$ cat src/rtl/usb2_ts_packer.sv
`timescale 1ns/1ps
`default_nettype none
// ============================================================================
// Module   : usb2_ts_packer
// Purpose  : Packs a 188-byte MPEG-TS packet stream into the USB2 endpoint-3
//            IN buffer and commits it once PKTS_PER_XFER packets have been
//            collected, or earlier when the stream goes quiet for
//            FLUSH_TIMEOUT cycles on a packet boundary. Packets that cannot
//            be stored (buffer busy, commit in flight, resync) are counted.
// Revision : 1.0  initial release
// ----------------------------------------------------------------------------
// Ports
//   ep3_ext_clk        in   1   sole clock, rising edge
//   reset              in   1   asynchronous, active-high reset
//   ts_data            in   8   transport stream byte
//   ts_valid           in   1   ts_data valid this cycle (no backpressure)
//   ts_sync            in   1   ts_data is byte 0 (0x47) of a packet
//   buf_in_addr        out  11  buffer write address
//   buf_in_data        out  8   buffer write data
//   buf_in_wren        out  1   buffer write strobe
//   buf_in_ready       in   1   buffer free to fill
//   buf_in_commit      out  1   commit request, held until acknowledged
//   buf_in_commit_len  out  11  committed byte count
//   buf_in_commit_ack  in   1   commit acknowledge
//   drop_cnt           out  16  dropped-packet counter, saturating
//   busy               out  1   high whenever not IDLE
// ----------------------------------------------------------------------------
// PKTS_PER_XFER*188 must not exceed 2047 (11-bit buffer address/length).
// ============================================================================
module usb2_ts_packer #(
   parameter int PKTS_PER_XFER = 5,
   parameter int FLUSH_TIMEOUT = 4096
) (
   input  logic        ep3_ext_clk,
   input  logic        reset,
   input  logic [7:0]  ts_data,
   input  logic        ts_valid,
   input  logic        ts_sync,
   output logic [10:0] buf_in_addr,
   output logic [7:0]  buf_in_data,
   output logic        buf_in_wren,
   input  logic        buf_in_ready,
   output logic        buf_in_commit,
   output logic [10:0] buf_in_commit_len,
   input  logic        buf_in_commit_ack,
   output logic [15:0] drop_cnt,
   output logic        busy
);

   // ------------------------------------------------------------------------
   // Constants
   // ------------------------------------------------------------------------
   localparam int c_PCW = $clog2(PKTS_PER_XFER + 1);
   localparam int c_TW  = $clog2(FLUSH_TIMEOUT + 1);

   localparam logic [c_PCW-1:0] c_PKTS      = c_PCW'(PKTS_PER_XFER);
   localparam logic [c_TW-1:0]  c_TO_LAST   = c_TW'(FLUSH_TIMEOUT - 1);
   localparam logic [7:0]       c_LAST_BYTE = 8'd187;
   localparam logic [10:0]      c_PKT_BYTES = 11'd188;
   localparam logic [15:0]      c_DROP_MAX  = 16'hFFFF;

   localparam logic [2:0] c_IDLE     = 3'd0;
   localparam logic [2:0] c_FILL     = 3'd1;
   localparam logic [2:0] c_COMMIT   = 3'd2;
   localparam logic [2:0] c_WAIT_ACK = 3'd3;
   localparam logic [2:0] c_DROP     = 3'd4;

   // ------------------------------------------------------------------------
   // State
   // ------------------------------------------------------------------------
   logic [2:0]       r_state;
   logic [7:0]       r_byte_idx;   // position of the next byte within its packet
   logic [c_PCW-1:0] r_pkt_cnt;    // complete packets held in the buffer
   logic [10:0]      r_wr_ptr;     // address for the next accepted byte
   logic [10:0]      r_pkt_base;   // start address of the packet being filled
   logic [c_TW-1:0]  r_to_cnt;     // idle cycles seen on a packet boundary
   logic [15:0]      r_drop_cnt;

   logic [10:0]      r_wr_addr;
   logic [7:0]       r_wr_data;
   logic             r_wr_en;
   logic             r_commit;
   logic [10:0]      r_commit_len;

   logic             w_sop;        // start-of-packet byte presented
   logic [15:0]      w_drop_next;  // saturating drop increment
   logic [10:0]      w_fill_len;

   assign w_sop       = ts_valid & ts_sync;
   assign w_drop_next = (r_drop_cnt == c_DROP_MAX) ? r_drop_cnt : r_drop_cnt + 16'd1;
   assign w_fill_len  = 11'(r_pkt_cnt) * c_PKT_BYTES;

   // ------------------------------------------------------------------------
   // Main sequencer. Write outputs are registered, so every accepted byte
   // appears on the buffer port exactly one cycle after it was presented.
   // ------------------------------------------------------------------------
   always_ff @(posedge ep3_ext_clk or posedge reset) begin
      if (reset) begin
         r_state      <= c_IDLE;
         r_byte_idx   <= 8'd0;
         r_pkt_cnt    <= '0;
         r_wr_ptr     <= 11'd0;
         r_pkt_base   <= 11'd0;
         r_to_cnt     <= '0;
         r_drop_cnt   <= 16'd0;
         r_wr_addr    <= 11'd0;
         r_wr_data    <= 8'd0;
         r_wr_en      <= 1'b0;
         r_commit     <= 1'b0;
         r_commit_len <= 11'd0;
      end else begin
         // Write strobe is a one-cycle pulse per accepted byte.
         r_wr_en <= 1'b0;

         case (r_state)
            // IDLE and DROP share the same packet-start decision; DROP only
            // differs in that the current packet's bytes are being thrown away.
            c_IDLE, c_DROP: begin
               if (w_sop) begin
                  if (buf_in_ready) begin
                     r_state    <= c_FILL;
                     r_wr_en    <= 1'b1;
                     r_wr_addr  <= 11'd0;
                     r_wr_data  <= ts_data;
                     r_wr_ptr   <= 11'd1;
                     r_pkt_base <= 11'd0;
                     r_byte_idx <= 8'd1;
                     r_to_cnt   <= '0;
                  end else begin
                     r_state    <= c_DROP;
                     r_drop_cnt <= w_drop_next;
                  end
               end
            end

            c_FILL: begin
               if (r_pkt_cnt == c_PKTS) begin
                  // Final byte write is on the port this cycle; raise the
                  // commit on the next one. Sync bytes arriving now are lost.
                  r_state      <= c_COMMIT;
                  r_commit     <= 1'b1;
                  r_commit_len <= w_fill_len;
                  if (w_sop) begin
                     r_drop_cnt <= w_drop_next;
                  end
               end else if (r_byte_idx == 8'd0) begin
                  // On a packet boundary: only a sync byte opens a new packet.
                  if (ts_valid) begin
                     r_to_cnt <= '0;
                     if (ts_sync) begin
                        r_wr_en    <= 1'b1;
                        r_wr_addr  <= r_wr_ptr;
                        r_wr_data  <= ts_data;
                        r_pkt_base <= r_wr_ptr;
                        r_wr_ptr   <= r_wr_ptr + 11'd1;
                        r_byte_idx <= 8'd1;
                     end
                  end else if (r_pkt_cnt != '0) begin
                     // Stream has gone quiet with whole packets buffered:
                     // flush them rather than sit on them indefinitely.
                     if (r_to_cnt == c_TO_LAST) begin
                        r_state      <= c_COMMIT;
                        r_commit     <= 1'b1;
                        r_commit_len <= w_fill_len;
                        r_to_cnt     <= '0;
                     end else begin
                        r_to_cnt <= r_to_cnt + 1'b1;
                     end
                  end
               end else if (ts_valid) begin
                  if (ts_sync) begin
                     // Resync mid-packet: abandon the partial packet and
                     // restart it in place as byte 0 of the new one.
                     r_wr_en    <= 1'b1;
                     r_wr_addr  <= r_pkt_base;
                     r_wr_data  <= ts_data;
                     r_wr_ptr   <= r_pkt_base + 11'd1;
                     r_byte_idx <= 8'd1;
                     r_drop_cnt <= w_drop_next;
                  end else begin
                     r_wr_en   <= 1'b1;
                     r_wr_addr <= r_wr_ptr;
                     r_wr_data <= ts_data;
                     r_wr_ptr  <= r_wr_ptr + 11'd1;
                     if (r_byte_idx == c_LAST_BYTE) begin
                        r_byte_idx <= 8'd0;
                        r_pkt_cnt  <= r_pkt_cnt + 1'b1;
                     end else begin
                        r_byte_idx <= r_byte_idx + 8'd1;
                     end
                  end
               end
            end

            c_COMMIT: begin
               if (w_sop) begin
                  r_drop_cnt <= w_drop_next;
               end
               if (buf_in_commit_ack) begin
                  r_state  <= c_WAIT_ACK;
                  r_commit <= 1'b0;
               end
            end

            c_WAIT_ACK: begin
               if (w_sop) begin
                  r_drop_cnt <= w_drop_next;
               end
               // Wait for the ack handshake to complete before reusing the
               // buffer from address 0.
               if (!buf_in_commit_ack) begin
                  r_state      <= c_IDLE;
                  r_wr_ptr     <= 11'd0;
                  r_pkt_base   <= 11'd0;
                  r_byte_idx   <= 8'd0;
                  r_pkt_cnt    <= '0;
                  r_to_cnt     <= '0;
                  r_commit_len <= 11'd0;
               end
            end

            default: begin
               r_state <= c_IDLE;
            end
         endcase
      end
   end

   // ------------------------------------------------------------------------
   // Outputs
   // ------------------------------------------------------------------------
   assign buf_in_addr       = r_wr_addr;
   assign buf_in_data       = r_wr_data;
   assign buf_in_wren       = r_wr_en;
   assign buf_in_commit     = r_commit;
   assign buf_in_commit_len = r_commit_len;
   assign drop_cnt          = r_drop_cnt;
   assign busy              = (r_state != c_IDLE);

endmodule
`default_nettype wire

$ cat config.mk
export PLATFORM = sky130hd
export DESIGN_NAME = usb2_ts_packer
export DESIGN_NICKNAME = d
export VERILOG_FILES = /design/src/rtl/usb2_ts_packer.sv
export SDC_FILE = /design/constraint.sdc
export NUM_CORES = 1
export LEC_CHECK = 0
export ABC_AREA = 1
export BUFFER_PORTS_ARGS = -buffer_cell sky130_fd_sc_hd__buf_2
export CELL_PAD_IN_SITES_DETAIL_PLACEMENT = 1
export CELL_PAD_IN_SITES_GLOBAL_PLACEMENT = 2
export CORE_UTILIZATION = 34
export CTS_CLUSTER_DIAMETER = 120
export DETAILED_ROUTE_END_ITERATION = 16
export PLACE_DENSITY_LB_ADDON = 0.1
export SYNTH_ARGS = -nofsm -noshare
export SYNTH_HDL_FRONTEND = slang
export SYNTH_SLANG_ARGS = --single-unit
$ cat constraint.sdc
create_clock -name ep3_ext_clk -period 4.2 [get_ports ep3_ext_clk]
set_clock_uncertainty 0.1 [all_clocks]
set_input_delay 0.63 -clock ep3_ext_clk [delete_from_list [all_inputs] [get_ports ep3_ext_clk]]
set_output_delay 0.63 -clock ep3_ext_clk [all_outputs]
set_load 0.02 [all_outputs]
* Yosys cells after proc, flatten, opt, wreduce, memory -nomap -nowiden
Cells that the tools add are included.
** Cells by class
- $add $sub $neg :: 6
- Multipliers :: 1
- Equal/unequal tests :: 29
- Multiplexer cells :: 96
- Bitwise logic cells :: 1
- Reductions and logical operators :: 20
** Operators with widths (number)
- 11-bit 2-to-1 mux :: 24
- 8-bit 2-to-1 mux :: 17
- 16-bit 2-to-1 mux :: 8
- 13-bit 2-to-1 mux :: 8
- 11-bit case mux with 3 select lines :: 2
- 16-bit case mux with 3 select lines :: 1
- 11-bit case mux with 2 select lines :: 2
- 3-bit 2-to-1 mux :: 14
- 13-bit case mux with 3 select lines :: 1
- 7-bit AND reduction :: 4
- 3-bit != test, second input constant :: 9
- 2-bit != test, second input constant :: 12
- 8-bit case mux with 3 select lines :: 1
- 6-bit AND reduction :: 4
- 11-bit by 1-bit adder with 11-bit output, second input constant :: 2
- 16-bit by 1-bit adder with 16-bit output, second input constant :: 1
- 16-bit == test, second input constant :: 1
- 8-bit case mux with 2 select lines :: 1
- 13-bit by 1-bit adder with 13-bit output, second input constant :: 1
- 13-bit by 12-bit == test with 1-bit output, second input constant :: 1
- 1-bit 2-to-1 mux :: 13
- 3-bit case mux with 4 select lines :: 1
- 3-bit nonzero test :: 4
- 3-bit by 6-bit multiplier with 9-bit output, second input constant :: 1
- other kinds (14) :: 20
** Word-level totals
- Flip-flop bits (word level) :: 97
- Input port bits :: 14
- Output and inout port bits :: 49
- Logic and storage cells :: 165

* Longest topological paths before layout
- Depth in word-level cells :: 7
- Mapped depth :: 12

* Worst setup path before layout
OpenSTA, ideal clock, no wires.
- Path type :: flip-flop to flip-flop
- From :: register r_pkt_cnt[0]
- To :: register r_commit_len[8] (netlist: buf_in_commit_len[8])
- Data arrival time :: 2.303 ns
- Required time :: 3.983 ns
- Slack :: 1.680 ns
- Stages on the path, launching flop included :: 12
- Buffers on the path :: 0
- Period minus slack after synthesis :: 2.520 ns
- Cells stage by stage :: dfrtp_1 > fa_1 > ha_1 > inv_1 > fa_1 > or2_2 > nand2_1 > a21oi_1 > xor2_1 > inv_1 > nand2_1 > nand2_1
** Between the ends
- Cells in the longest elaborated chain, start to end :: 7
- Elaborated cells on any way between the ends :: 14
- Classes of those cells :: mul (1); eq/ne (5); mux (6); reduce/logical (2)
** RTL lines
- start, declared :: line 73 : logic [c_PCW-1:0] r_pkt_cnt;
- start signal, assigned :: line 187 : r_pkt_cnt <= r_pkt_cnt + 1'b1;
- 3-bit by 6-bit multiplier with 9-bit output :: line 91 : assign w_fill_len = 11'(r_pkt_cnt) * c_PKT_BYTES;
- 11-bit 2-to-1 mux :: line 161 : if (r_to_cnt == c_TO_LAST) begin
- 11-bit 2-to-1 mux :: line 158 : end else if (r_pkt_cnt != '0) begin
- 11-bit 2-to-1 mux :: line 148 : if (ts_valid) begin
- 11-bit 2-to-1 mux :: line 146 : end else if (r_byte_idx == 8'd0) begin
- 11-bit 2-to-1 mux :: line 137 : if (r_pkt_cnt == c_PKTS) begin
- 11-bit case mux with 2 select lines :: line 115 : case (r_state)
- end signal, assigned :: line 142 : r_commit_len <= w_fill_len;
- end signal, assigned :: line 164 : r_commit_len <= w_fill_len;
- end, declared :: line 83 : logic [10:0] r_commit_len;
Parallel ways exist; a longest one is shown, timed or not. The select of a mux whose other input is x is not followed.
A chain may end at the register's enable or synchronous reset.

* Worst setup path in the final report
Same ends and word-level chain as after synthesis.

==> impl_metrics.csv <==
group,metric,value,unit
run_status,status,"finished clean",
timing,min_period_over_period,64.22,%
cts,clk_pin_slew,70,ps
grt,use_met3,2.485,%
cts,postCtsHoldBufs,0,
pwr,share_comb_of_total_power,50.6,%
synth,yosys.area.top_type,"dfrtp_1",
job,drv_cap,0,
critical_path,start_kind,"flip-flop",
timing,hold_viol_final,0,
critical_path,crit_family,"adder cells",
cells_and_area,drive_gt1_share,13.62,%
timing,tns,0,ps
pwr,p_int,0.002359,W
place,io_buffers,60,
pwr,vdd_drop_max,0.0002341,V
grt,grt_pass1_wl,30.66,mm
pwr,p_leak,3.576,nW
cts,post_cts_buffers,0,
critical_path,endpoint_kind,"flip-flop",
cts,clock_sinks,95,
place,hpwlAfterDp,13.83,mm
die,die-area,19010,sq um
timing,rsz0062_at_grt,"false",
cells_and_area,area_growth,11.68,%
critical_path,crit_chain,"fa_1, ha_1, inv_1, fa_1, or2_2, nand2_1, a21oi_1, xor2_1, inv_1, nand2_1, nand2_1",
timing,setup_viol,0,
synth,ys_seq_area_share,37.87,%
detailed_routing,routedWlPerCell,15.64,microns
die,ioPinCount,63,
cts,cts_buffers,9,
critical_path,worstPathBufferInverterCount,2,
detailed_routing,drc,0,
critical_path,cp_num_cells,11,
cells_and_area,nNetsFinal,975,
grt,grt_use_met1,26.74,%
grt,grt_pass1_vias,6131,
cts,cts_root_buffer,"clkbuf_16",
synth,synthCells,890,
pwr,p_sw_share,50.11,%
timing,holdWs,197.4,ps
detailed_routing,wirelength,18.39,mm
synth,async_flop_share,100.0,%
grt,antenna_found_initial,0,
die,die_h,137.9,microns
detailed_routing,vias_per_cell,5.020,
synth,synth-seq-cells,95,
die,start_util,34.83,%
grt,track_usage,20.61,%
synth,synthTopCellsByArea,"dfrtp_1 (38%), nand2_1 (15%), inv_1 (6.6%)",
synth,synthDistinctLibCells,38,
grt,grtUsageMet2,35.67,%
pwr,finalPower,0.004729,W
pwr,p_clk_share,18.2,%
timing,maxSlewViolCount,0,
critical_path,critical-path-max-stage-delay,650,ps
grt,grt-ovfl-total,0,
critical_path,r2r_setup_slack,1500,ps
cts,htree_num_levels,3,
die,rows,49,
grt,grt_max_degree,39,
synth,synth_top_area_share,37.87,%
detailed_routing,drt_pass1_iterations,4,
critical_path,crit_type,"flip-flop to flip-flop",
synth,ys_warn_count,0,
synth,syn_area,6277,sq um
cts,cts_resized,0,
cts,cts_tree,"done",
die,core,18020,sq um
critical_path,cp.required,4350,ps
timing,max_freq,0.3707,GHz
die,die_w,137.9,microns
critical_path,slowest_stage,"fa_1",
grt,top_usage_layer,"met2",
pwr,power.density,674.6,nW/um^2
critical_path,arrival,2850,ps
synth,syn_area_per_cell,7.053,sq um
timing,worst_pin_slew,1088,ps
critical_path,path_common_cell,"nand2_1",
detailed_routing,drtIter0Drc,238,
pwr,p_seq_share,31.2,%
pwr,p_sw,0.002370,W
cts,clockBufferDepth,2,
place,place_congestion,0.8431,
worst_hold_path,min_path_type,"primary input to async pin",
timing,slew_headroom,27.32,%
synth,synth-edff-count,0,
critical_path,critPathMaxFanout,8,
timing,fin_crit,2697,ps
cts,clock_latency,360,ps
synth,synthFlopType,"dfrtp_1",
critical_path,reg2reg_depth,11,
detailed_routing,ant_nets,0,
cells_and_area,antenna_cells,0,
detailed_routing,vias,5904,
-- power groups by stage --
stage | Sequential (W) | Combinational [W] | Clock (W)
after floorplan | 0.00160 | 0.00167 | 0
after global placement | 0.00148 | 0.00235 | 0
after detailed placement | 0.00150 | 0.00242 | 0
after CTS | 0.00148 | 0.00244 | 0.000892
after global routing | 0.00153 | 0.00272 | 0.000922
final | 0.00148 | 0.00239 | 0.000861
-- layer usage --
metal | up-vias | wire length (microns)
met1 | 2871 | 8726
met3 | 15 | 371
met2 | 65 | 9057
li1 | 2953 | -
met4 | 0 | 234
met5 | - | 0
-- logic make-up after synthesis --
group           Yosys count  synth area share (%)
fa+ha+maj                19                 4.146
compound gates          132                 12.02
buf+inv                 147                 10.30
xor+xnor                 17                 2.372
simple gates            479                 33.23
flops                    95                 37.87
other cells               1               0.05974
-- cells in the mapped netlist, types with 2 or more instances --
| master | number |
|---|---|
| o211ai_1 | 9 |
| nor2_2 | 4 |
| nand4_1 | 19 |
| nor2_4 | 4 |
| a21oi_2 | 5 |
| inv_1 | 110 |
| nor2_1 | 94 |
| o21ai_2 | 2 |
| buf_6 | 8 |
| nor4_1 | 2 |
| nand2_4 | 3 |
| ha_1 | 16 |
| o21bai_1 | 2 |
| xor2_1 | 14 |
| o21ai_0 | 33 |
| nand3_1 | 67 |
| dfrtp_1 | 95 |
| nand2_1 | 259 |
| a21oi_1 | 25 |
| o21ai_4 | 2 |
| nor3_1 | 8 |
| inv_2 | 14 |
| nand3_2 | 6 |
| xnor2_1 | 3 |
| nand3b_1 | 2 |
| fa_1 | 3 |
| o31ai_1 | 4 |
| o21ai_1 | 44 |
| buf_4 | 7 |
| nand2_2 | 8 |
| o22ai_1 | 5 |
| buf_2 | 7 |
-- state kept, by name (all words and copies together), names as in the netlist --
signal             cells
buf_in_addr           11
buf_in_commit          1
buf_in_commit_len      9
buf_in_data            8
buf_in_wren            1
drop_cnt              16
r_byte_idx             8
r_pkt_base            11
r_pkt_cnt              3
r_state                3
r_to_cnt              13
r_wr_ptr              11
-- through the flow --
stage / instance area (sq um) / utilization, % / setup WS, ps / cells
5_1_grt: 7010 / 38.89 / 1336 / 1176
3_3_place_gp: 6711 / 37.23 / 1555 / 1160
6_report: 7010 / 38.89 / 1503 / 1176
4_1_cts: 7010 / 38.89 / 1501 / 1176
3_5_place_dp: 6711 / 37.23 / 1506 / 1160
2_1_floorplan: 6281 / - / 993.0 / 891
-- final timing paths --
kind                                                          to                              from
worst max-delay path            buf_in_commit_len[8]$_DFFE_PP0P_          r_pkt_cnt[0]$_DFFE_PP0P_
worst min-delay path                     drop_cnt[8]$_DFFE_PP0P_                             reset
worst max register to register  buf_in_commit_len[8]$_DFFE_PP0P_          r_pkt_cnt[0]$_DFFE_PP0P_
worst min register to register  buf_in_commit_len[8]$_DFFE_PP0P_  buf_in_commit_len[8]$_DFFE_PP0P_
max in group asynchronous               r_pkt_cnt[1]$_DFFE_PP0P_                             reset
min in group ep3_ext_clk        buf_in_commit_len[8]$_DFFE_PP0P_  buf_in_commit_len[8]$_DFFE_PP0P_
-- cell type report --
cell class / count / area [sq um]
clock inverter: 6 / 70.07
clock buffer: 10 / 229.0
tap: 229 / 286.5
multi-input combinational: 649 / 3257
timing repair buffer: 63 / 322.8
sequential: 95 / 2377
fill: 2325 / 11010
inverter: 124 / 467.9
-- layout by cell type (no fill, tap or decap), drive strengths merged --
cell and instances:
nor4 2, o22ai 5, a21oi 30, nor2 102
nand2 270, nor3b 1, o21ai 81, ha 16
dfrtp 95, bufinv 1, o211ai 9, nand3b 2
xnor2 3, clkinvlp 2, inv 125, nand3 73
xor2 14, or2 2, nand4 19, clkbuf 10
a31oi 1, o21bai 2, o31ai 4, buf 63
clkinv 2, conb 2, fa 3, nor3 8
(Power assumes the default switching activity.)
